**config.mk**
```make
export PLATFORM = sky130hd
export DESIGN_NAME = mux_16_flat
export DESIGN_NICKNAME = d
export VERILOG_FILES = /design/src/rtl/mux_16_if.sv /design/src/rtl/mux_16.sv /design/src/flat_wrapper.sv
export SDC_FILE = /design/constraint.sdc
export NUM_CORES = 1
export LEC_CHECK = 0
export CAP_MARGIN = 10
export CORE_UTILIZATION = 22
export CTS_BUF_LIST = sky130_fd_sc_hd__clkbuf_4
export CTS_CLUSTER_DIAMETER = 80
export CTS_CLUSTER_SIZE = 25
export DETAILED_ROUTE_END_ITERATION = 8
export PLACE_DENSITY = 0.78
export SYNTH_ARGS = -nofsm -noshare
export SYNTH_HDL_FRONTEND = slang
export SYNTH_SLANG_ARGS = --single-unit
```
**constraint.sdc**
```tcl
create_clock -name clk -period 1.1 [get_ports clk]
set_input_delay 0.11 -clock clk [delete_from_list [all_inputs] [get_ports clk]]
set_output_delay 0.11 -clock clk [all_outputs]
set_load 0.02 [all_outputs]
```
**src/rtl/mux_16_if.sv**
```systemverilog
// mux_16_if -- signal bundle for the 16-to-1 bit selector.
//
// Signals:
//   en      : capture enable for the registered output
//   in      : 16-bit data vector, bit 0 is the LSB
//   sel     : 4-bit unsigned index into in
//   out     : combinational in[sel]
//   out_q   : registered in[sel]
//   sel_dec : combinational one-hot decode of sel
//
// Modports:
//   master : drives en/in/sel, observes the results
//   slave  : the selector itself
interface mux_16_if;
   logic        en;
   logic [15:0] in;
   logic [3:0]  sel;
   logic        out;
   logic        out_q;
   logic [15:0] sel_dec;

   modport master (
      output en, in, sel,
      input  out, out_q, sel_dec
   );

   modport slave (
      input  en, in, sel,
      output out, out_q, sel_dec
   );
endinterface

```
**src/rtl/mux_16.sv**
```systemverilog
// mux_16 -- 16-to-1 single-bit multiplexer with registered copy and
// one-hot select decode.
//
// Ports:
//   clk : system clock, rising edge updates out_q
//   rst : synchronous active-high reset, clears out_q only
//   bus : mux_16_if.slave
//           en, in[15:0], sel[3:0]   inputs
//           out      = in[sel], combinational, zero latency
//           out_q    = in[sel] captured on an enabled edge, one cycle latency
//           sel_dec  = one-hot decode of sel, combinational
//
// The selection is built as a balanced tree of 2:1 muxes, one tree level
// per select bit, LSB first. out and sel_dec carry no state and never see
// clk or rst, so they are valid before any clock or reset is applied.
module mux_16 (
   input  logic     clk,
   input  logic     rst,
   mux_16_if.slave  bus
);

   function automatic logic mux2(input logic s, input logic a0, input logic a1);
      return s ? a1 : a0;
   endfunction

   logic [7:0] lvl1;
   logic [3:0] lvl2;
   logic [1:0] lvl3;
   logic       lvl4;
   logic [15:0] dec;
   logic        out_q_r;

   // Level 1: sel[0] picks between adjacent bit pairs.
   for (genvar i = 0; i < 8; i++) begin : g_lvl1
      assign lvl1[i] = mux2(bus.sel[0], bus.in[2*i], bus.in[2*i+1]);
   end

   // Level 2: sel[1].
   for (genvar i = 0; i < 4; i++) begin : g_lvl2
      assign lvl2[i] = mux2(bus.sel[1], lvl1[2*i], lvl1[2*i+1]);
   end

   // Level 3: sel[2].
   for (genvar i = 0; i < 2; i++) begin : g_lvl3
      assign lvl3[i] = mux2(bus.sel[2], lvl2[2*i], lvl2[2*i+1]);
   end

   // Level 4: sel[3] chooses between the lower and upper byte results.
   assign lvl4 = mux2(bus.sel[3], lvl3[0], lvl3[1]);

   // All 16 codes are legal, so exactly one bit is ever set.
   for (genvar k = 0; k < 16; k++) begin : g_dec
      assign dec[k] = (bus.sel == 4'(k));
   end

   // Registered copy; reset wins over enable.
   always_ff @(posedge clk) begin
      if (rst) begin
         out_q_r <= 1'b0;
      end else if (bus.en) begin
         out_q_r <= lvl4;
      end
   end

   assign bus.out     = lvl4;
   assign bus.sel_dec = dec;
   assign bus.out_q   = out_q_r;

endmodule

```
**src/flat_wrapper.sv**
```systemverilog
// flat-port wrapper written by rule: the top's interface ports become plain ports
module mux_16_flat 
  (clk, rst, bus_en, bus_in, bus_sel, bus_out, bus_out_q, bus_sel_dec);
  mux_16_if bus_i ();
  input  logic clk;
  input  logic rst;
  input wire logic [$bits(bus_i.en)-1:0] bus_en;
  input wire logic [$bits(bus_i.in)-1:0] bus_in;
  input wire logic [$bits(bus_i.sel)-1:0] bus_sel;
  output wire logic [$bits(bus_i.out)-1:0] bus_out;
  output wire logic [$bits(bus_i.out_q)-1:0] bus_out_q;
  output wire logic [$bits(bus_i.sel_dec)-1:0] bus_sel_dec;
  assign bus_i.en = bus_en;
  assign bus_i.in = bus_in;
  assign bus_i.sel = bus_sel;
  assign bus_out = bus_i.out;
  assign bus_out_q = bus_i.out_q;
  assign bus_sel_dec = bus_i.sel_dec;
  mux_16 u_core (.clk(clk), .rst(rst), .bus(bus_i));
endmodule
```
# Word-level counts from Yosys, hierarchy flattened
# Cells that the tools add are included.
totals:
  output_inout_bits: 18
  register_bits: 1
classes:
  muxes: 15
  n_eq_ne: 15
  reduce_logical: 1
op_table:
  columns: ["operator", "count"]
  rows:
  - ["$eq 4x4->1 const B", 8]
  - ["$eq 4x3->1 const B", 4]
  - ["$mux 1", 15]
  - ["$eq 4x2->1 const B", 2]
  - ["$eq 4x1->1 const B", 1]
  - ["$logic_not 4->1", 1]

# Depth between registers and ports, before layout
depth:
  depth_word: 4
  ltp_mapped: 4
  ltp_nobuf: 3

# Least setup slack after synthesis
# Ideal clock, no wire load.
synth_path:
  path_kind: "input to output"
  start: "in bus_sel[3]"
  end: "out bus_out"
  stages: 4
  arrival_ps: 1068
  slack_ps: -78
  path_cell_list: "buf_6 -> mux4_2 -> mux2i_1 -> mux2i_1"
synth_between:
  elab_chain_len: 1
synth_lines:
  columns: ["element", "line", "text"]
  rows:
  - ["start: declaration", "flat_wrapper.sv:9", "input wire logic [$bits(bus_i.sel)-1:0] bus_sel;"]
  - ["$mux 1", "mux_16.sv:23", "return s ? a1 : a0;"]
  - ["end: declaration", "flat_wrapper.sv:10", "output wire logic [$bits(bus_i.out)-1:0] bus_out;"]
# Every way passes these cells.

# Worst setup path in the final report
# Same ends and word-level chain as after synthesis.

==> results.txt <==
- Slew Limit Headroom: a little under 90%
- Overall die height: slightly below 40 µm
* Highest net fanout along the worst path: 3
- Rows: 13
- R2R Path Start: u_core.bus.out_q
* Number of vias in the routed layout: between 500 and 600
- Placeable Area: 0.00130 mm²
* Min-delay src: bus_sel[2]
- Sequential elements use between 6 and 7% of the synthesized area.
- Yosys warning count: 0
- Synthesis produced a netlist with a net count of between 60 and 70.
* ANT nets after route: 0
* Average wire per cell in the routed design: 12.4 µm
- The tool flagged a number of max-cap violations equal to 0.
* Synth Flop Type: sky130_fd_sc_hd__dfxtp_1
- For this run, asynchronously set or reset flops after synthesis account for 0%.
- After detailed routing, the number of vias per cell comes to 4.98.
- The number of flip-flops under the largest register name came to 1.
- The synthesized netlist contains 16 unique library cells.
- Summed over all cells, the static leakage comes to roughly 0.00035 µW.
- # DRC: 0
* Final weighted congestion of routability-driven global placement: between 0.7 and 0.8
- Final clock period utilization by the worst path: 124%
- The number of hold violations in the final report came to 0.
- Congestion Overflow GR: 0
* Pre-antenna DRT Iters: 4
- Slew at the pin with the worst max-slew slack: around 0.20 ns
- Power density normalized to cell area: between 400 and 500 mW/mm²
- Yosys top cell by area: sky130_fd_sc_hd__mux4_2
- Worst setup skew after layout: 0 ns
* Nature of the critical path endpoint: output pin
* Number of instances in the synthesized netlist: 38
* Placed wire-length estimate: slightly above 900 µm
* Number of instances in the placed design: 98
- The count of cells in the finished layout, fillers not included, comes to slightly above 100.
- Max IR drop VDD: around 0.00024 V
- Max Clk Rate: about 740 MHz
* Status: finished with violations
* Synthesized area divided by synthesized cell count: ~8.0 µm²
- Busiest layer in global routing: met2
* Setup-violating endpoint count in the final report: 4
* Detailed Route WL: 1260 µm
- Across every metal layer, demand over resource in global routing totals 16.6%.
- Effective utilization at floorplan: between 20% and 30%
* Most used cell, CP: sky130_fd_sc_hd__mux2i_2
* Most common cell after layout, fill and taps aside: sky130_fd_sc_hd__clkdlybuf4s15_1
- Setup repair after global routing missed its margin: yes
- Post-layout min period: 1.36 ns
- Among all stages on the critical path, the largest delay is contributed by sky130_fd_sc_hd__mux4_2.
- Iteration-0 DRC Markers: 10
- Worst Path Buf+Inv: 3
- In this run, synthesis produced a sequential element count of 1.
- Counting flops with a built-in enable in the synthesized netlist gives 0.
* Cell-by-cell listing of the critical path: buf_8, buf_6, mux4_2, mux2i_2, mux2i_2, buf_4
- Global routing consumed, on the met2 layer, between 30% and 40% of the routing resources.
- Summing all flip-flop and latch instances after layout gives between 20 and 25 µm².
- Met1 Resource Use GR: 21.7%
- In the final layout, the multi-input gates occupy approximately 300 µm².
* Delay-heaviest family, CP: multiplexers
- Relative to the synthesized area, the layout overhead comes to 164%.
- Of the post-synthesis cell area, the dominant cell type holds between 20% and 30%.
* Endpoint required time on the critical path: 0.99 ns
* Synth top area cells: sky130_fd_sc_hd__mux4_2 22%, sky130_fd_sc_hd__nor2_1 11%, sky130_fd_sc_hd__mux2i_1 9.8%, sky130_fd_sc_hd__nor3_1 9.8%, sky130_fd_sc_hd__mux4_1 8.6%
* Count of filler cells inserted in the layout: roughly 130
- Of the cells placed in the final design, the portion with a size suffix greater than 1 is between 50% and 60%.
- The critical path is of the input pin to output pin type.
- Pin count of the biggest net entering global routing: 8
- Tracing the worst setup path back leads to its startpoint at bus_sel[3].
- The worst setup path is launched from an input pin.
- From left edge to right edge, the die measures between 30 and 40 µm.
- Met3 layer usage reported by global route: 0.568%
* Final critical-path setup slack: -0.260 ns
- Port buffer count: 40
- The final reports fail on setup timing.
* Worst min path class: input pin to output pin
- The floorplan step defined a die boundary enclosing about 0.0015 mm².
* IO Pins: 41
- Clock latency on the worst-skew pair, taken at its later pin, is 0 ns.
- The first global-routing pass estimated about 1800 µm of wire.
- Data on the critical path arrives at its endpoint at between 1 and 1.5 ns.
- Vias in the first global route: between 400 and 500
* Antenna diode count: 0
- For this run, the slowest stage of the critical path takes 0.50 ns.
- Commonest cells after routing, fill and taps aside: 15 x sky130_fd_sc_hd__clkdlybuf4s15_1, 12 x sky130_fd_sc_hd__buf_4, 9 x sky130_fd_sc_hd__nor2_1, 8 x sky130_fd_sc_hd__buf_2, 6 x sky130_fd_sc_hd__buf_6
* Number of pins exceeding their max-slew limit in the final report: 0
- At the end of the flow the core is filled with cells to between 60% and 70%.
- Number of antenna violations at the first check in global routing: 0
- Smallest hold slack: approximately 0.51 ns
- Cell Area, Synth: approximately 300 µm²
- Final net count: roughly 110
## layer usage
layer | wire (µm) | vias up
li1 | - | 237
met1 | 510 | 236
met2 | 660 | 30
met3 | 86 | 0
met4 | 0 | 0
met5 | 0 | -
## per-stage QoR
stage               area (µm²)  setup TNS, ns  worst slack (ns)  total power, µW
finish                     805         -0.500            -0.260              342
global route               805         -0.758            -0.301              363
CTS                        790         -0.527            -0.253              332
detailed placement         778         -14.62             -1.14              331
global placement           778         -14.30             -1.10              328
floorplan                  324         -0.184           -0.0463              172
## final timing paths
path	to	slack, ns	cells after the start
setup / recovery	bus_out	-0.26	6
setup reg to reg	u_core.bus.out_q	0.20	2
hold reg to reg	u_core.bus.out_q	0.61	2
hold / removal	bus_sel_dec[0]	0.51	3
## worst min-delay path, stage by stage
cell                     delay, ns
sky130_fd_sc_hd__buf_6        0.10
sky130_fd_sc_hd__nor4_2       0.05
sky130_fd_sc_hd__buf_4        0.14
## where the power goes
group          switching, µW  total (µW)  internal (µW)  leakage (µW)
clock network              0           0              0             0
logic                    124         300            176      0.000343
registers               1.49        42.0           40.5    0.00000825
total                    125         342            217      0.000351
## cells by family (layout without fill, tap and decap cells)
kind of cell | after synthesis | after routing | synth area share (%)
flip-flops | 1 | 1 | 6.56
multiplexers | 7 | 7 | 40.6
AND/OR/NAND/NOR | 25 | 25 | 42.2
buffers and inverters | 4 | 52 | 7.79
AO/OA/AOI/OAI | 1 | 1 | 2.87
## Yosys cell counts, drive strengths merged (2+ instances only)
| library cell | instances |
|---|---|
| nor2 | 9 |
| nor3 | 6 |
| clkbuf | 2 |
| buf | 2 |
| or3b | 2 |
| mux2i | 3 |
| mux4 | 4 |
| nand2 | 2 |
| nand2b | 3 |
## final cells by class
cell class                 count  share of cell area, %
multi-input combinational     33                   37.6
sequential                     1                   2.49
tap                           15                   2.33
timing repair buffer          52                   57.5
## what timing repair did
action | 4_1_cts | 5_1_grt
setup endpoints to repair | 18 | 13
pin swaps | 1 | 1
resized for setup | 127 | 13
hold buffers | 0 | 0
setup buffers | 2 | 1
Note: power is estimated with default switching activity, not from simulation.
